**config.mk**
```make
export PLATFORM = sky130hd
export DESIGN_NAME = lvds_frame_rx
export DESIGN_NICKNAME = d
export VERILOG_FILES = /design/src/rtl/lvds_frame_rx.sv
export SDC_FILE = /design/constraint.sdc
export NUM_CORES = 1
export LEC_CHECK = 0
export BUFFER_PORTS_ARGS = -buffer_cell sky130_fd_sc_hd__buf_4
export CAP_MARGIN = 20
export CORE_ASPECT_RATIO = 1.1
export CORE_MARGIN = 2
export CORE_UTILIZATION = 60
export DETAILED_ROUTE_END_ITERATION = 6
export PLACE_DENSITY = 0.78
export SKIP_CTS_REPAIR_TIMING = 1
export SLEW_MARGIN = 15
export SYNTH_ARGS = -nofsm -noshare
export SYNTH_HDL_FRONTEND = slang
export SYNTH_SLANG_ARGS = --single-unit
```
**constraint.sdc**
```tcl
create_clock -name lvds_clk -period 9.3 [get_ports lvds_clk]
set_input_delay 1.395 -clock lvds_clk [delete_from_list [all_inputs] [get_ports lvds_clk]]
set_output_delay 1.395 -clock lvds_clk [all_outputs]
set_load 0.03 [all_outputs]
```
**src/rtl/lvds_frame_rx.sv**
```systemverilog
// lvds_frame_rx -- LVDS ch0 deframer.
// Hunts for the preamble FFFF,FFFF,AAAA and reads a length word N. It then pushes the
// N payload words, tagged with sof/eof, into a show-ahead FIFO that drives a
// valid/ready stream. Everything runs in the lvds_clk domain.
// Optional feature macro: LVDS_CRC_EN. When defined, one trailer word follows the
// payload and must equal the XOR of all payload words.
module lvds_frame_rx #(
   parameter int DATA_W     = 16,
   parameter int MAX_LEN    = 256,
   parameter int FIFO_DEPTH = 16
) (
   input  logic              lvds_clk,
   input  logic              Rst,
   input  logic [DATA_W-1:0] lvds_ch0,
   output logic [DATA_W-1:0] o_data,
   output logic              o_valid,
   input  logic              i_ready,
   output logic              o_sof,
   output logic              o_eof,
   output logic              o_frameErr,
   output logic              o_overflow,
   output logic [15:0]       o_frameCnt
);

   localparam int REM_W = $clog2(MAX_LEN + 1);
   localparam int PTR_W = $clog2(FIFO_DEPTH);
   localparam int CNT_W = PTR_W + 1;
   localparam int ENT_W = DATA_W + 2;

   localparam logic [DATA_W-1:0] PRE_ONES  = {DATA_W{1'b1}};
   localparam logic [DATA_W-1:0] PRE_ALT   = {(DATA_W/2){2'b10}};
   localparam logic [DATA_W-1:0] MAX_LEN_W = DATA_W'(MAX_LEN);
   localparam logic [DATA_W-1:0] ZERO_W    = {DATA_W{1'b0}};
   localparam logic [REM_W-1:0]  REM_ONE   = {{(REM_W-1){1'b0}}, 1'b1};
   localparam logic [CNT_W-1:0]  DEPTH_C   = CNT_W'(FIFO_DEPTH);
   localparam logic [CNT_W-1:0]  CNT_ZERO  = {CNT_W{1'b0}};
   localparam logic [PTR_W-1:0]  PTR_ONE   = {{(PTR_W-1){1'b0}}, 1'b1};

   typedef enum logic [1:0] {
      ST_HUNT    = 2'd0,
      ST_LEN     = 2'd1,
      ST_PAYLOAD = 2'd2,
      ST_CHECK   = 2'd3
   } state_t;

   // Framing state
   state_t             state_r;
   logic [DATA_W-1:0]  in_q_r;
   logic [DATA_W-1:0]  hist_old_r;
   logic [DATA_W-1:0]  hist_mid_r;
   logic [REM_W-1:0]   rem_r;
   logic               first_r;
   logic               frame_err_r;
   logic               overflow_r;
   logic [15:0]        frame_cnt_r;

   // FIFO storage plus the output holding register (the head word)
   logic [ENT_W-1:0]   mem_r [FIFO_DEPTH];
   logic [PTR_W-1:0]   wr_ptr_r;
   logic [PTR_W-1:0]   rd_ptr_r;
   logic [CNT_W-1:0]   mem_cnt_r;
   logic               out_valid_r;
   logic [DATA_W-1:0]  out_data_r;
   logic               out_sof_r;
   logic               out_eof_r;

   logic               pop_s;
   logic               load_s;
   logic [CNT_W-1:0]   occ_s;
   logic               fifo_full_s;
   logic               space_s;
   logic               push_s;
   logic [ENT_W-1:0]   push_word_s;
   logic               pre_match_s;
   logic               len_bad_s;
   logic               last_word_s;

`ifdef LVDS_CRC_EN
   logic [DATA_W-1:0]  chk_r;
   logic               crc_ok_s;

   // Running checksum update: plain XOR of every payload word
   function automatic logic [DATA_W-1:0] chk_update(input logic [DATA_W-1:0] acc,
                                                    input logic [DATA_W-1:0] word);
      return acc ^ word;
   endfunction
`endif

   // Occupancy counts the head register too, so FIFO_DEPTH words fit in total
   assign pop_s       = out_valid_r & i_ready;
   assign occ_s       = mem_cnt_r + {{PTR_W{1'b0}}, out_valid_r};
   assign fifo_full_s = (occ_s == DEPTH_C);
   assign space_s     = ~fifo_full_s | pop_s;
   assign load_s      = (mem_cnt_r != CNT_ZERO) && (~out_valid_r || pop_s);

   // The window is the two history words plus in_q, so the word after AAAA is the length
   assign pre_match_s = (hist_old_r == PRE_ONES) && (hist_mid_r == PRE_ONES) &&
                        (in_q_r == PRE_ALT);
   assign len_bad_s   = (in_q_r == ZERO_W) || (in_q_r > MAX_LEN_W);
   assign last_word_s = (rem_r == REM_ONE);

   // A payload word is pushed every PAYLOAD cycle unless the FIFO has no room
   always_comb begin
      push_s      = 1'b0;
      push_word_s = {ENT_W{1'b0}};
      if ((state_r == ST_PAYLOAD) && space_s) begin
         push_s      = 1'b1;
         push_word_s = {first_r, last_word_s, in_q_r};
      end else begin
         push_s      = 1'b0;
         push_word_s = {ENT_W{1'b0}};
      end
   end

`ifdef LVDS_CRC_EN
   // Checksum accumulator: cleared while the length is read, folds in each pushed word
   always_ff @(posedge lvds_clk or posedge Rst) begin
      if (Rst) begin
         chk_r <= ZERO_W;
      end else if (state_r == ST_LEN) begin
         chk_r <= ZERO_W;
      end else if (push_s) begin
         chk_r <= chk_update(chk_r, in_q_r);
      end
   end

   assign crc_ok_s = (in_q_r == chk_r);
`endif

   // Framing FSM: input register, preamble hunt, length check, payload push, status
   always_ff @(posedge lvds_clk or posedge Rst) begin
      if (Rst) begin
         state_r     <= ST_HUNT;
         in_q_r      <= ZERO_W;
         hist_old_r  <= ZERO_W;
         hist_mid_r  <= ZERO_W;
         rem_r       <= {REM_W{1'b0}};
         first_r     <= 1'b0;
         frame_err_r <= 1'b0;
         overflow_r  <= 1'b0;
         frame_cnt_r <= 16'h0000;
      end else begin
         in_q_r      <= lvds_ch0;
         frame_err_r <= 1'b0;
         case (state_r)
            ST_HUNT: begin
               hist_old_r <= hist_mid_r;
               hist_mid_r <= in_q_r;
               if (pre_match_s) begin
                  state_r <= ST_LEN;
               end
            end
            ST_LEN: begin
               // History stays zero outside HUNT so payload never forms a stale match
               hist_old_r <= ZERO_W;
               hist_mid_r <= ZERO_W;
               if (len_bad_s) begin
                  frame_err_r <= 1'b1;
                  state_r     <= ST_HUNT;
               end else begin
                  rem_r   <= in_q_r[REM_W-1:0];
                  first_r <= 1'b1;
                  state_r <= ST_PAYLOAD;
               end
            end
            ST_PAYLOAD: begin
               hist_old_r <= ZERO_W;
               hist_mid_r <= ZERO_W;
               if (!space_s) begin
                  // Word dropped: abort the frame, it is left without an eof
                  overflow_r  <= 1'b1;
                  frame_err_r <= 1'b1;
                  state_r     <= ST_HUNT;
               end else begin
                  first_r <= 1'b0;
                  rem_r   <= rem_r - REM_ONE;
                  if (last_word_s) begin
`ifdef LVDS_CRC_EN
                     state_r <= ST_CHECK;
`else
                     frame_cnt_r <= frame_cnt_r + 16'h0001;
                     state_r     <= ST_HUNT;
`endif
                  end
               end
            end
`ifdef LVDS_CRC_EN
            ST_CHECK: begin
               hist_old_r <= ZERO_W;
               hist_mid_r <= ZERO_W;
               if (crc_ok_s) begin
                  frame_cnt_r <= frame_cnt_r + 16'h0001;
               end else begin
                  frame_err_r <= 1'b1;
               end
               state_r <= ST_HUNT;
            end
`endif
            default: begin
               hist_old_r <= ZERO_W;
               hist_mid_r <= ZERO_W;
               state_r    <= ST_HUNT;
            end
         endcase
      end
   end

   // FIFO storage write; contents are don't-care until the pointers cover them
   always_ff @(posedge lvds_clk) begin
      if (push_s) begin
         mem_r[wr_ptr_r] <= push_word_s;
      end
   end

   // FIFO pointers and head register: refill the head whenever it is empty or taken
   always_ff @(posedge lvds_clk or posedge Rst) begin
      if (Rst) begin
         wr_ptr_r    <= {PTR_W{1'b0}};
         rd_ptr_r    <= {PTR_W{1'b0}};
         mem_cnt_r   <= CNT_ZERO;
         out_valid_r <= 1'b0;
         out_data_r  <= ZERO_W;
         out_sof_r   <= 1'b0;
         out_eof_r   <= 1'b0;
      end else begin
         if (push_s) begin
            wr_ptr_r <= wr_ptr_r + PTR_ONE;
         end
         if (load_s) begin
            {out_sof_r, out_eof_r, out_data_r} <= mem_r[rd_ptr_r];
            rd_ptr_r    <= rd_ptr_r + PTR_ONE;
            out_valid_r <= 1'b1;
         end else if (pop_s) begin
            out_valid_r <= 1'b0;
         end
         mem_cnt_r <= mem_cnt_r + {{PTR_W{1'b0}}, push_s} - {{PTR_W{1'b0}}, load_s};
      end
   end

   assign o_data     = out_data_r;
   assign o_valid    = out_valid_r;
   assign o_sof      = out_sof_r;
   assign o_eof      = out_eof_r;
   assign o_frameErr = frame_err_r;
   assign o_overflow = overflow_r;
   assign o_frameCnt = frame_cnt_r;

endmodule
```
* Word level (Yosys, flattened, before mapping)
Memories as Yosys holds them, arrays and structs flattened. A register that Yosys moved wholly into a read port is not among the register bits.
Index checks and enable logic that the tools add are counted.
** Storage, ports and cells
- Register bits :: 92
- Bits in writable memories :: 288
- Word-level logic and storage cells :: 75
- Memories kept :: 1
** Cells by class
- $add $sub $neg :: 7
- Magnitude comparators :: 1
- Equality and inequality tests :: 11
- Muxes and demuxes :: 22
- Bitwise operators :: 5
- Reduce and logical (&&, ||, !) cells :: 15
** Memories
- mem_r :: depth 16, bits a word 18, read ports 1, clocked after memory_dff 1, write ports 1, RTL line 58 : logic [ENT_W-1:0] mem_r [FIFO_DEPTH];
** Operators by type and width (count)
- == test 16 bit, second input constant :: 3
- 2-to-1 mux 16 bit :: 2
- 2-to-1 mux 18 bit :: 1
- 2-to-1 mux 9 bit :: 2
- case mux 9 bit (2 select lines) :: 1
- adder 16 x 1 -> 16 bit, second input constant :: 1
- > comparator 16 x 9 -> 1 bit, second input constant :: 1
- logical NOT 16 bit :: 1
- adder 5 x 1 -> 5 bit :: 2
- == test 9 x 1 -> 1 bit, second input constant :: 1
- 2-to-1 mux 1 bit :: 9
- subtractor 9 x 1 -> 9 bit, second input constant :: 1
- adder 4 x 1 -> 4 bit, second input constant :: 2
- 2-to-1 mux 2 bit :: 4
- inequality test 2 bit, second input constant :: 3
- case mux 2 bit (3 select lines) :: 1
- AND reduction 3 bit :: 2
- == test 5 bit, second input constant :: 1
- nonzero test 5 bit :: 1
- subtractor 5 x 1 -> 5 bit :: 1
- logical AND 1 bit :: 4
- case mux 1 bit (2 select lines) :: 2
- AND reduction 2 bit :: 2
- nonzero test 2 bit :: 2
- other kinds (8) :: 11

* Longest topological paths before layout
- Depth in word-level cells :: 8
- Depth in mapped cells :: 15

* Worst setup path before layout
Ideal clock, no wire load.
- Path type :: input-to-reg
- Start point :: input i_ready
- End point :: memory mem_r[3][0] in the netlist's numbering, enable pin
- Arrival time :: 3.503 ns
- Data required time :: 8.884 ns
- Setup slack :: 5.381 ns
- Stages :: 6
- Buffers on the path :: 1
- Path through :: a211oi_1 -> and2_1 -> a21oi_1 -> clkbuf_1 -> nand2_1 -> nor3_1
** On the way
- Word-level cells in the longest chain between the ends :: 6
** Ends and longest elaborated chain
- from (decl) :: RTL line 17 : input logic i_ready,
- AND 1 bit :: RTL line 90 : assign pop_s = out_valid_r & i_ready;
- bitwise OR 1 bit :: RTL line 93 : assign space_s = ~fifo_full_s | pop_s;
- logical AND 1 bit :: RTL line 106 : if ((state_r == ST_PAYLOAD) && space_s) begin
- 2-to-1 mux 1 bit :: RTL line 106
- 2-to-1 mux 1 bit :: RTL line 210 : if (push_s) begin
- 2-to-1 mux 1 bit (implied by the code) :: RTL line 211 : mem_r[wr_ptr_r] <= push_word_s;
- to (decl) :: RTL line 58
No other way between the ends.

* Worst setup path after layout
- Start point :: register state_r[0]
- End point :: register mem_cnt_r[4]
** On the way
- Word-level cells in the longest chain between the ends :: 5
** Ends and longest elaborated chain
- from (decl) :: RTL line 47 : state_t state_r;
- from (signal assigned) :: RTL line 133 : state_r <= ST_HUNT;
- from (signal assigned) :: RTL line 150 : state_r <= ST_LEN;
- from (signal assigned) :: RTL line 159 : state_r <= ST_HUNT;
- == test 2 bit :: RTL line 106
- logical AND 1 bit :: RTL line 106
- 2-to-1 mux 1 bit :: RTL line 106
- adder 5 x 1 -> 5 bit :: RTL line 236 : mem_cnt_r <= mem_cnt_r + {{PTR_W{1'b0}}, push_s} - {{PTR_W{1'b0}}, load_s};
- subtractor 5 x 1 -> 5 bit :: RTL line 236
- to (signal assigned) :: RTL line 236
- to (decl) :: RTL line 61 : logic [CNT_W-1:0] mem_cnt_r;
No other way between the ends.
A chain may end at the register's enable or synchronous reset.

==> results_dict.tcl <==
set metrics [dict create \
    hold_path.class "register to register" \
    syn_area_per_cell_um2 18.0 \
    final-hold-violation-count 0 \
    r2r-start "state_r[0]$_DFFE_PP0P_" \
    dieWidth_um 159 \
    power_uw 5120 \
    layout-drive-gt1-share 0.221 \
    numCtsBuffers 38 \
    rr_worst_depth 14 \
    p_int_uw 3580 \
    wire_per_inst_um 23.8 \
    vias_per_cell 6.09 \
    clockBufferDepth 3 \
    r2r_setup_slack_ns 5.54 \
    critPathLaunch "state_r[0]$_DFFE_PP0P_" \
    layout_min_cycle_time_ns 3.76 \
    clkPwrFrac 0.284 \
    yosysTopAreaCellShare 0.543 \
    clk_latency_ns 0.52 \
    crit_chain "inv_1 -> ha_1 -> inv_1 -> a21oi_2 -> buf_4 -> inv_1 -> ha_1 -> inv_1 -> ha_1 -> fa_1 -> a21oi_1 -> nor2_1 -> nor2_1 -> xnor2_1" \
    drtIter0Drc 624 \
    p_leak_uw 0.00671 \
    cpMaxStageDelayCell "ha_1" \
    antenna_found_initial 0 \
    ir_drop_v 0.000190 \
    numPortBuffers 55 \
    worst_slew_pin_slew_ns 1.09 \
    cp.arrival_ns 4.20 \
    yosys-top-cells-count "edfxtp_1 (288), dfrtp_1 (110), mux4_2 (72), and2_1 (53), mux2i_1 (39)" \
    clk_pin_slew_ns 0.06 \
    core_area_mm2 0.0261 \
    synth_area_mm2 0.0159 \
    slew_headroom 0.271 \
    cts_sinks 398 \
    synth_cell_types 60 \
    fin_setup_tns_ns 0 \
    grtUsageTotal 0.233 \
    drc 0 \
    pwr-share-seq 0.453 \
    cts_tree "done" \
    worstSetupPathType "register to register" \
    critPathCapture "mem_cnt_r[4]$_DFF_PP0_" \
    rsz0062_at_grt "no" \
    slew_viol_final 0 \
    area_growth_pct 13.2 \
    htreeDepth 2 \
    yosys.area.top_type "edfxtp_1" \
    vias 8146 \
    dr.pass1.iters 5 \
    power_density_mw_per_mm2 284 \
    r2r-end "mem_cnt_r[4]$_DFF_PP0_" \
    finalSetupViolCount 0 \
    synth-warning-count 0 \
    die_h_um 175 \
    critPathMaxStageDelay_ns 0.66 \
    outcome "completed" \
    wl_mm 31.8 \
    p_sw_uw 1530 \
    rows 62 \
    maxCapViolCount 0 \
    syn_inst 883 \
    worstPathMaxFanout 48 \
    synth_flop_cell "edfxtp_1" \
    syn_nets 924 \
    dieArea_mm2 0.0279 \
    yosysMostFrequentCell "edfxtp_1" \
    crit_required_ns 9.74 \
    grt_max_degree 69 \
    path_common_cell "inv_1" \
    skew_ns 0.0147 \
    grt_pass1_vias 8452 \
    n_antenna_cell 0 \
    routabilityCongestion 0.875 \
    ys_ff_latch 398 \
    synth_edf_count 288 \
    synthArstFlopShare 0.276 \
    nets 998 \
    fin_crit_sh 0.404 \
    crit_path_end_kind "register" \
    p_comb_frac 0.263 \
    postRouteAntennaNets 0 \
    cts_root_buf "clkbuf_16" \
    startpoint_type "register" \
    timing.fmax_mhz 266 \
    grt_pass1_wl_mm 49.2 \
    swShare 0.300 \
    netlist_top_cells_area "edfxtp_1 (54%), dfrtp_1 (17%), mux4_2 (10%)" \
    post-dp-hpwl_mm 18.6 \
    grt-ovfl-total 0 \
    start_util 0.611 \
    ioPinCount 56 \
    ys_seq_area_frac 0.716 \
]
-- placed cells by master, fill, tap and decap left out, types with 7 or more instances in the layout --
cell type and instances:
nand4_1 17, a21o_1 21, clkbuf_1 7, buf_4 64
xor2_1 8, mux2i_1 39, clkinv_1 7, a21oi_1 13
dfrtp_1 107, inv_1 21, nand3_1 9, o21ai_0 8
o22ai_1 18, ha_1 21, xnor2_1 18, nor4_1 9
nor2_1 14, clkbuf_16 40, and2_1 53, and3_1 19
nand2_1 17, edfxtp_1 288, mux4_2 72, clkinv_2 8
-- worst max-delay path: cells and delay by family (launching register included) --
family / cells / cell delay [ns]
and+or+nand+nor: 2 / 0.17
adders and majority gates: 4 / 1.56
AOI/OAI and AO/OA: 2 / 0.37
DFF: 1 / 0.38
buffers and inverters: 5 / 1.07
xor gates and xnor gates: 1 / 0.12
-- registers in the layout, summed over array words and instances, names as in the netlist, 2 cells and up --
signal,count
o_frameCnt,16
hist_old_r,16
wr_ptr_r,4
rd_ptr_r,4
rem_r,9
o_data,16
mem_r,288
in_q_r,16
hist_mid_r,16
state_r,2
mem_cnt_r,5
-- cells by family (layout without fill, tap and decap cells) --
kind of cell	after synthesis	after routing	synth area share
muxes	112	112	0.127
AOI/OAI and AO/OA	92	92	0.0439
adders and majority gates	22	22	0.0178
buffers and inverters	59	161	0.0153
and+or+nand+nor	174	174	0.0654
xor gates and xnor gates	26	26	0.0143
DFF	398	398	0.716
-- area by class of cell --
class	instances	area, µm²
clock buffer	48	1040
clock inverter	20	129
fill	1685	8050
inverter	22	85.1
multi-input combinational	426	4280
sequential	398	11400
tap	352	440
timing repair buffer	71	632
-- how the worst min path moves through the flow --
stage / start / to / slack [ns] / depth (start not counted)
after floorplan: first_r$_DFFE_PP0P_ / first_r$_DFFE_PP0P_ / 0.45 / 2
after global placement: o_overflow$_DFFE_PP0P_ / o_overflow$_DFFE_PP0P_ / 0.46 / 1
after detailed placement: o_overflow$_DFFE_PP0P_ / o_overflow$_DFFE_PP0P_ / 0.46 / 1
after CTS: o_overflow$_DFFE_PP0P_ / o_overflow$_DFFE_PP0P_ / 0.48 / 1
after global routing: hist_mid_r[5]$_DFF_PP0_ / hist_old_r[5]$_DFF_PP0_ / 0.50 / 1
final: o_frameCnt[15]$_DFFE_PP0P_ / o_frameCnt[15]$_DFFE_PP0P_ / 0.47 / 1
-- power groups by stage --
| stage | registers, µW | logic (µW) | clock network (µW) |
|---|---|---|---|
| after floorplan | 2330 | 998 | 0 |
| after global placement | 2350 | 1300 | 0 |
| after detailed placement | 2350 | 1340 | 0 |
| after CTS | 2320 | 1350 | 1470 |
| after global routing | 2340 | 1450 | 1550 |
| final | 2320 | 1340 | 1460 |
-- metal layers --
metal / global-route usage / share of wire
met5: 0 / 0
met4: 0.0765 / 0.028
met3: 0.0356 / 0.062
met2: 0.393 / 0.51
met1: 0.319 / 0.40
-- stage by stage --
| stage | hold slack (ns) | area (µm²) | cells | setup slack (ns) | utilization |
|---|---|---|---|---|---|
| after global routing | 0.496 | 18000 | 1337 | 5.32 | 0.691 |
| after global placement | 0.456 | 16700 | 1262 | 5.28 | 0.641 |
| after CTS | 0.482 | 17900 | 1333 | 5.57 | 0.688 |
| after detailed placement | 0.465 | 16700 | 1265 | 5.15 | 0.643 |
| final | 0.472 | 18000 | 1337 | 5.54 | 0.691 |
| after floorplan | 0.454 | 15900 | 883 | 5.00 | - |
No activity file was read; power rests on OpenSTA's default activity.
